**config.mk**
```make
export PLATFORM = sky130hd
export DESIGN_NAME = lh_msg_scheduler
export DESIGN_NICKNAME = d
export VERILOG_FILES = /design/src/rtl/lh_msg_scheduler.sv
export SDC_FILE = /design/constraint.sdc
export NUM_CORES = 1
export LEC_CHECK = 0
export BUFFER_PORTS_ARGS = -buffer_cell sky130_fd_sc_hd__buf_2
export CORE_MARGIN = 4
export CORE_UTILIZATION = 52
export DETAILED_ROUTE_END_ITERATION = 8
export HOLD_SLACK_MARGIN = 0.06
export PLACE_DENSITY = 0.85
export RECOVER_POWER = 25
export SYNTH_ARGS = -nofsm -noshare
export SYNTH_HDL_FRONTEND = slang
export SYNTH_SLANG_ARGS = --single-unit
```
**constraint.sdc**
```tcl
create_clock -name clk -period 2.9 [get_ports clk]
set_input_delay 0 -clock clk [delete_from_list [all_inputs] [get_ports clk]]
set_output_delay 0 -clock clk [all_outputs]
set_load 0.005 [all_outputs]
```
**src/rtl/lh_msg_scheduler.sv**
```systemverilog
`timescale 1ns/1ps
`default_nettype none
// ============================================================================
// Module   : lh_msg_scheduler
// Purpose  : Multi-requester front end for the light-hash core. Arbitrates
//            round-robin between N_REQ byte-stream requesters. Frames the
//            granted message as HEAD_BYTE, payload, TAIL_BYTE and streams it
//            to the core one byte per cycle. Returns the core digest, tagged
//            with the requester id. Illegal bytes, oversize messages and a
//            core that never answers are all reported via rsp_err.
//
// Ports    : clk, rst_n          clock / synchronous active-low reset
//            req_valid/byte/last  per-requester byte streams (8 bits each)
//            req_ready            one-hot accept for the granted requester
//            rsp_valid/ready      response handshake
//            rsp_id/digest/err    response payload (digest is 0 on error)
//            core_byte/valid      byte stream into the hash core
//            core_digest(_ready)  digest result pulse from the hash core
//            busy                 high whenever a transaction is in progress
//
// Revision : 1.0  initial release
// ============================================================================
module lh_msg_scheduler #(
  parameter int         N_REQ     = 2,
  parameter int         MAX_LEN   = 32,
  parameter logic [7:0] HEAD_BYTE = 8'hFF,
  parameter logic [7:0] TAIL_BYTE = 8'h00,
  parameter int         TIMEOUT   = 64,
  localparam int        c_ID_W    = (N_REQ > 1) ? $clog2(N_REQ) : 1
) (
  input  logic                 clk,
  input  logic                 rst_n,
  input  logic [N_REQ-1:0]     req_valid,
  input  logic [8*N_REQ-1:0]   req_byte,
  input  logic [N_REQ-1:0]     req_last,
  output logic [N_REQ-1:0]     req_ready,
  output logic                 rsp_valid,
  input  logic                 rsp_ready,
  output logic [c_ID_W-1:0]    rsp_id,
  output logic [63:0]          rsp_digest,
  output logic                 rsp_err,
  output logic [7:0]           core_byte,
  output logic                 core_valid,
  input  logic [63:0]          core_digest,
  input  logic                 core_digest_ready,
  output logic                 busy
);

  // --------------------------------------------------------------------------
  // Constants
  // --------------------------------------------------------------------------
  localparam int c_LEN_W = $clog2(MAX_LEN + 1);
  localparam int c_TMR_W = (TIMEOUT > 1) ? $clog2(TIMEOUT) : 1;
  localparam logic [c_LEN_W-1:0] c_LEN_MAX  = c_LEN_W'(MAX_LEN);
  localparam logic [c_TMR_W-1:0] c_TMO_LAST = c_TMR_W'(TIMEOUT - 1);
  localparam logic [c_ID_W-1:0]  c_ID_LAST  = c_ID_W'(N_REQ - 1);

  typedef enum logic [2:0] {
    S_IDLE = 3'd0,
    S_HEAD = 3'd1,
    S_DATA = 3'd2,
    S_TAIL = 3'd3,
    S_WAIT = 3'd4,
    S_RESP = 3'd5
  } state_t;

  // --------------------------------------------------------------------------
  // State and output registers
  // --------------------------------------------------------------------------
  state_t               r_state;
  logic [c_ID_W-1:0]    r_gnt;
  logic [c_ID_W-1:0]    r_rr_ptr;
  logic [c_LEN_W-1:0]   r_len;
  logic                 r_err;
  logic [c_TMR_W-1:0]   r_timer;

  logic [N_REQ-1:0]     r_req_ready;
  logic                 r_rsp_valid;
  logic [c_ID_W-1:0]    r_rsp_id;
  logic [63:0]          r_rsp_digest;
  logic                 r_rsp_err;
  logic [7:0]           r_core_byte;
  logic                 r_core_valid;
  logic                 r_busy;

  // --------------------------------------------------------------------------
  // Combinational helpers
  // --------------------------------------------------------------------------
  logic [7:0]           w_byte_arr [N_REQ];
  logic [N_REQ-1:0]     w_gnt_oh;
  logic [7:0]           w_gnt_byte;
  logic                 w_gnt_last;
  logic                 w_hs;
  logic                 w_bad;
  logic                 w_gnt_found;
  logic [c_ID_W-1:0]    w_gnt_idx;
  logic [c_ID_W-1:0]    w_cand;
  logic [c_ID_W-1:0]    w_rr_next;

  // Split the flat byte bus into per-requester lanes and build the one-hot
  // accept mask for the currently granted requester.
  for (genvar gi = 0; gi < N_REQ; gi++) begin : g_lane
    assign w_byte_arr[gi] = req_byte[8*gi +: 8];
    assign w_gnt_oh[gi]   = (r_gnt == c_ID_W'(gi));
  end

  assign w_gnt_byte = w_byte_arr[r_gnt];
  assign w_gnt_last = req_last[r_gnt];
  assign w_hs       = (r_state == S_DATA) && req_valid[r_gnt] && r_req_ready[r_gnt];

  // Markers inside the payload would corrupt the core framing, and bytes past
  // MAX_LEN would overflow the message; both are swallowed and flagged.
  assign w_bad = (w_gnt_byte == HEAD_BYTE) || (w_gnt_byte == TAIL_BYTE) ||
                 (r_len == c_LEN_MAX);

  assign w_rr_next = (r_gnt == c_ID_LAST) ? '0 : r_gnt + 1'b1;

  // Round-robin search starting at r_rr_ptr. The loop runs from the farthest
  // candidate down to the nearest so the nearest valid requester wins.
  always_comb begin
    w_gnt_found = 1'b0;
    w_gnt_idx   = '0;
    w_cand      = '0;
    for (int k = N_REQ - 1; k >= 0; k--) begin
      w_cand = c_ID_W'((int'(r_rr_ptr) + k) % N_REQ);
      if (req_valid[w_cand]) begin
        w_gnt_found = 1'b1;
        w_gnt_idx   = w_cand;
      end
    end
  end

  // --------------------------------------------------------------------------
  // Main FSM. Every output is a register; each state sets up the values the
  // outside world sees in the following cycle.
  // --------------------------------------------------------------------------
  always_ff @(posedge clk) begin
    if (!rst_n) begin
      r_state      <= S_IDLE;
      r_gnt        <= '0;
      r_rr_ptr     <= '0;
      r_len        <= '0;
      r_err        <= 1'b0;
      r_timer      <= '0;
      r_req_ready  <= '0;
      r_rsp_valid  <= 1'b0;
      r_rsp_id     <= '0;
      r_rsp_digest <= '0;
      r_rsp_err    <= 1'b0;
      r_core_byte  <= HEAD_BYTE;
      r_core_valid <= 1'b0;
      r_busy       <= 1'b0;
    end else begin
      // Idle core lane always carries HEAD_BYTE so the core stays in its
      // digest-init condition between frames.
      r_core_valid <= 1'b0;
      r_core_byte  <= HEAD_BYTE;

      case (r_state)
        S_IDLE: begin
          if (w_gnt_found) begin
            r_gnt        <= w_gnt_idx;
            r_len        <= '0;
            r_err        <= 1'b0;
            r_busy       <= 1'b1;
            r_core_valid <= 1'b1;          // head marker shown during HEAD
            r_core_byte  <= HEAD_BYTE;
            r_state      <= S_HEAD;
          end
        end

        S_HEAD: begin
          r_req_ready <= w_gnt_oh;
          r_state     <= S_DATA;
        end

        S_DATA: begin
          if (w_hs) begin
            if (r_len != c_LEN_MAX) begin
              r_len <= r_len + 1'b1;
            end
            if (w_bad) begin
              r_err <= 1'b1;
            end else begin
              r_core_valid <= 1'b1;
              r_core_byte  <= w_gnt_byte;
            end
            // Oversize messages keep being accepted until req_last so the
            // requester is always drained.
            if (w_gnt_last) begin
              r_req_ready <= '0;
              r_state     <= S_TAIL;
            end
          end
        end

        // The last payload byte is on the core lane during this state; the
        // tail marker is registered here and appears as WAIT starts, closing
        // the frame even for errored messages.
        S_TAIL: begin
          r_core_valid <= 1'b1;
          r_core_byte  <= TAIL_BYTE;
          r_timer      <= '0;
          r_state      <= S_WAIT;
        end

        S_WAIT: begin
          r_timer <= r_timer + 1'b1;
          // A digest arriving on the final timeout cycle is still taken.
          if (core_digest_ready) begin
            r_rsp_valid  <= 1'b1;
            r_rsp_id     <= r_gnt;
            r_rsp_err    <= r_err;
            r_rsp_digest <= r_err ? '0 : core_digest;
            r_state      <= S_RESP;
          end else if (r_timer == c_TMO_LAST) begin
            r_err        <= 1'b1;
            r_rsp_valid  <= 1'b1;
            r_rsp_id     <= r_gnt;
            r_rsp_err    <= 1'b1;
            r_rsp_digest <= '0;
            r_state      <= S_RESP;
          end
        end

        S_RESP: begin
          if (rsp_ready) begin
            r_rsp_valid <= 1'b0;
            r_rr_ptr    <= w_rr_next;
            r_busy      <= 1'b0;
            r_state     <= S_IDLE;
          end
        end

        default: begin
          r_state <= S_IDLE;
          r_busy  <= 1'b0;
        end
      endcase
    end
  end

  // --------------------------------------------------------------------------
  // Output mapping
  // --------------------------------------------------------------------------
  assign req_ready  = r_req_ready;
  assign rsp_valid  = r_rsp_valid;
  assign rsp_id     = r_rsp_id;
  assign rsp_digest = r_rsp_digest;
  assign rsp_err    = r_rsp_err;
  assign core_byte  = r_core_byte;
  assign core_valid = r_core_valid;
  assign busy       = r_busy;

endmodule
`default_nettype wire

```
==> Word-level counts from Yosys, hierarchy flattened <==
Index checks and enable logic that the tools add are counted.
{ "totals": {"reg_bits": 97, "in_bits": 88, "out_inout_bits": 79, "elab_cells": 122} }
{ "classes": {"n_addsub": 4, "magnitude_cmp": 4, "n_eq_ne": 18, "mux": 57, "bitwise": 3, "n_reduce_logical": 22} }
{ "ops": {"columns": ["op", "count"], "rows": [
  ["$mux W64", 3],
  ["$mux W8", 5],
  ["$mux W1", 29],
  ["$pmux W6 S2", 2],
  ["$mux W3", 6],
  ["$mux W6", 3],
  ["$pmux W3 S6", 1],
  ["$pmux W8 S2", 1],
  ["$ne A2 B2 Y1 const B", 7],
  ["$add A6 B1 Y6 const B", 2],
  ["$eq A6 B6 Y1 const B", 2],
  ["$reduce_bool A2 Y1", 5],
  ["$pmux W1 S3", 3],
  ["$reduce_and A3 Y1", 3],
  ["$eq A8 B8 Y1 const B", 1],
  ["$logic_not A8 Y1", 1],
  ["$eq A3 B2 Y1 const B", 2],
  ["$eq A3 B3 Y1 const B", 2],
  ["$lt A1 B2 Y1 const B", 3],
  ["$ne A6 B6 Y1 const B", 1],
  ["$reduce_and A2 Y1", 3],
  ["$reduce_and A6 Y1", 1],
  ["$reduce_and A5 Y1", 1],
  ["$mux W2", 2],
  ["15 further kinds", 19]
]} }

==> Longest topological paths before layout <==
{ "depth": {"ltp_word": 10, "mapped_depth": 7, "depth_no_buf": 6} }

==> Worst setup path before layout <==
No wires, ideal clock.
{ "synth_path": {"kind": "reg-to-reg", "start": "reg r_timer[0]", "end": "reg r_rsp_digest[15], in the netlist rsp_digest[15]", "setup_time_ps": 117, "t_arrival_ps": 1501, "t_required_ps": 2783, "slack_ps": 1282, "path_stages_with_launch": 8, "n_path_buf": 2, "period_less_slack_ps": 1618, "cell_sequence": "dfxtp_1 -> ha_1 -> a31oi_1 -> or2_1 -> buf_6 -> buf_6 -> a22oi_2 -> nor2b_1"} }
{ "synth_via": {"elab_chain_cells": 3} }
{ "synth_lines": {"columns": ["item", "line_no", "source"], "rows": [
  ["start: declaration", "75", "logic [c_TMR_W-1:0] r_timer;"],
  ["start signal: assignment", "208", "r_timer <= r_timer + 1'b1;"],
  ["$eq A6 B6 Y1", "216", "end else if (r_timer == c_TMO_LAST) begin"],
  ["$reduce_bool A2 Y1 (no source line)", null, null],
  ["$reduce_and A2 Y1 (no source line)", null, null],
  ["end signal: assignment", "214", "r_rsp_digest <= r_err ? '0 : core_digest;"],
  ["end: declaration", "80", "logic [63:0] r_rsp_digest;"]
]} }
Every way passes these cells.
A chain may end at the register's enable or synchronous reset.

==> Worst setup path after layout <==
{ "layout_path": {"start": "reg r_gnt", "end": "reg r_core_byte[1], in the netlist core_byte[1]"} }
{ "layout_via": {"elab_chain_cells": 10, "elab_cells_between_ends": 17, "cone_classes": "eq/ne: 1; mux: 10; bitwise: 1; reduce/logical: 5"} }
{ "layout_lines": {"columns": ["item", "line_no", "source"], "rows": [
  ["start: declaration", "71", "logic [c_ID_W-1:0] r_gnt;"],
  ["start signal: assignment", "162", "r_gnt <= w_gnt_idx;"],
  ["$not A1 Y2 (not written as such)", "107", "assign w_gnt_byte = w_byte_arr[r_gnt];"],
  ["$mux W8 (not written as such) (3 in a row)", "107", null],
  ["$eq A8 B8 Y1 or $logic_not A8 Y1 (tied branches)", "113", "assign w_bad = (w_gnt_byte == HEAD_BYTE) || (w_gnt_byte == TAIL_BYTE) ||"],
  ["$logic_or A1 B1 Y1 (2 in a row)", "113", null],
  ["$mux W8", "182", "if (w_bad) begin"],
  ["$mux W8 *", "178", "if (w_hs) begin"],
  ["$pmux W8 S2 *", "159", "case (r_state)"],
  ["end signal: assignment", "186", "r_core_byte <= w_gnt_byte;"],
  ["end: declaration", "82", "logic [7:0] r_core_byte;"]
]} }
Mark *: on every way between the ends. The rest lies on a longest branch, timed or not. The select of a mux whose other input is x is not followed.

==> flow_metrics.py <==
metrics = {
    "clock_tree": {
        "cts_buffers": 9,
        "ctsResizeCount": 0,
        "ctsHoldBuffers": 75,
        "ctsLongestPathBuffers": 2,
        "clock-root-buffer": "clkbuf_8",
        "clkTransAtPathRegs_ps": 90,
        "cts_setup_buffers": 0,
        "cts.sinks": 97,
        "insertion_delay_ps": 360,
        "htree_levels": 3,
        "cts_tree": "yes",
    },
    "sta": {
        "fin_skew_ps": 16.2,
        "slew_headroom_pct": 51.9,
        "final.setup.tns_ps": 0,
        "rsz0062_at_grt": "false",
        "setup_violations": 0,
        "post-route-period-util_pct": 85.9,
        "slew_viol_final": 0,
        "max_freq_ghz": 0.401,
        "setup_ws_ps": 408,
        "period_needed_ps": 2490,
        "tightest_slew_ps": 721,
        "hold_viol": 0,
    },
    "yosys": {
        "netlist_area_mm2": 0.00424,
        "async_flop_share_pct": 0,
        "synth_seq_cells": 97,
        "ys_top_cells_by_area": "dfxtp_1, a22oi_2, nor2b_1, a22oi_1, nand2_1",
        "synth_cell_type_count": 49,
        "synth_area_leader_cell": "dfxtp_1",
        "synth-edff-count": 0,
        "syn_nets": 523,
        "avgSynthCellArea_um2": 9.82,
        "synthTopCellsByCount": "dfxtp_1, nor2b_1, a22oi_2, nand2_1, a22oi_1",
        "synth.most_common_cell": "dfxtp_1",
        "syn_inst": 432,
        "yosys_warnings": 0,
        "synth_seq_area_share_pct": 45.8,
        "synth_ff_type": "dfxtp_1",
        "synth_top_area_share_pct": 45.8,
    },
    "routing": {
        "drtAntennaViolNets": 0,
        "drtIter0Drc": 221,
        "wire_per_inst_um": 17.4,
        "vias_per_cell": 5.58,
        "drt_pass1_iterations": 5,
        "drc": 0,
        "routed-via-count": 4277,
        "routed_wl_mm": 13.3,
    },
    "global_routing": {
        "grt_pass1_wl_mm": 21.0,
        "antenna_found_initial": 0,
        "grt_use_total_pct": 26.5,
        "grt_max_degree": 52,
        "overflow": 0,
        "grt_pass1_vias": 4265,
    },
    "setup_path": {
        "worstPathArrival_ps": 2690,
        "path_max_fanout": 25,
        "crit_path_end_kind": "flip-flop",
        "reg2reg_slack_ps": 410,
        "reg2reg_depth": 7,
        "cp-start-kind": "flip-flop",
        "worstPathRequired_ps": 3100,
        "crit_type": "flip-flop to flip-flop",
    },
    "place": {
        "dp_cells": 676,
        "dpl_cell_area_mm2": 0.00508,
        "post-place-ws_ps": 729,
        "port_buffers": 166,
        "gp_congestion": 0.915,
        "dp_hpwl_mm": 8.08,
    },
    "floorplanning": {
        "die-height_um": 98.3,
        "initial_core_util_pct": 54.0,
        "core-area_mm2": 0.00785,
        "num_io_pins": 167,
        "fp-row-count": 32,
        "die_w_um": 98.3,
        "die_area_mm2": 0.00966,
    },
    "hold_path": {
        "hold_depth": 4,
        "worst_hold_path_type": "primary input to flip-flop",
    },
    "final_layout": {
        "fin_cells": 767,
        "drive_gt1_share_pct": 31.6,
        "antennaDiodeCount": 0,
        "fin_nets": 751,
        "stdcell_area_mm2": 0.00600,
        "area_growth_pct": 41.5,
    },
    "power_and_ir_drop": {
        "p_leak_uw": 0.00238,
        "power-per-cell-area_mw_per_mm2": 444,
        "peakVddDrop_mv": 0.269,
    },
    "status": {
        "status": "completed",
    },
    "run": {
        "max_cap_viol_count": 0,
    },
}
-- metal layers --
layer  track usage, %  vias to the layer above  wire length, um
met3             4.79                       48              869
met1             31.7                     1993             5050
met5                0                        -                0
met4             13.0                        0              545
met2             45.8                      222             6860
li1                 -                     2014                -
-- worst max-delay path, stage by stage, from the launching register on --
cell and delay, ps:
dfxtp_1 320, buf_4 210, and3b_1 280, o21a_1 180, nand2_1 210, a2111oi_0 440
dlygate4sd3_1 620, o21ai_0 90
-- cells in the final DEF, fill, tap and decap left out, types with 4 or more instances in the layout --
cell type / n
buf_2: 143
dfxtp_1: 97
nor2b_1: 77
dlygate4sd3_1: 75
a22oi_2: 40
nand2_1: 29
a22oi_1: 24
clkbuf_1: 23
o21ai_0: 21
a21oi_1: 15
nor2_1: 13
clkbuf_8: 10
nand3_1: 8
inv_1: 6
nand4_1: 6
a2111oi_0: 6
buf_4: 6
and3_1: 5
or3_1: 4
nor4_1: 4
o211ai_1: 4
-- state kept, by name, summed over array words and instances, names as in the netlist --
| name | cells |
|---|---|
| r_len | 6 |
| rsp_valid | 1 |
| r_err | 1 |
| r_gnt | 1 |
| r_timer | 6 |
| req_ready | 2 |
| rsp_digest | 64 |
| core_valid | 1 |
| r_rr_ptr | 1 |
| r_state | 3 |
| rsp_id | 1 |
| core_byte | 8 |
| rsp_err | 1 |
| busy | 1 |
-- kinds of logic after synthesis --
family	synth area share, %
buffers and inverters	5.10
and+or+nand+nor	22.0
adders and majority gates	0.885
muxes	0.266
xor gates and xnor gates	0.413
AOI/OAI and AO/OA	25.6
DFF	45.8
-- final timing paths --
path / startpoint / endpoint
min reg2reg: rsp_id / rsp_id
max: r_gnt / core_byte[1]
min: req_byte[8] / core_byte[0]
max reg2reg: r_gnt / core_byte[1]
-- final cells by class --
class                   count  area (um^2)
multi-input cells         298         2090
flip-flops and latches     97         1940
fillers                   554         1850
repair buffers            248         1620
clock buffers              10          138
well taps                 102          128
clock inverters             6         66.3
inverters                   6         22.5
-- per-stage QoR --
step	util [%]	hold WS [ps]	total power, uW
2_1_floorplan	-	157	1580
3_3_place_gp	64.7	252	1700
3_5_place_dp	64.7	263	1710
4_1_cts	76.8	73.6	2660
5_1_grt	76.5	123	2760
6_report	76.5	91.7	2660
-- report_power, final --
group	total (uW)	internal, uW	switching (uW)
clock network	897	424	473
registers	1390	1360	26.5
logic	379	192	186
No activity file was read; power rests on OpenSTA's default activity.
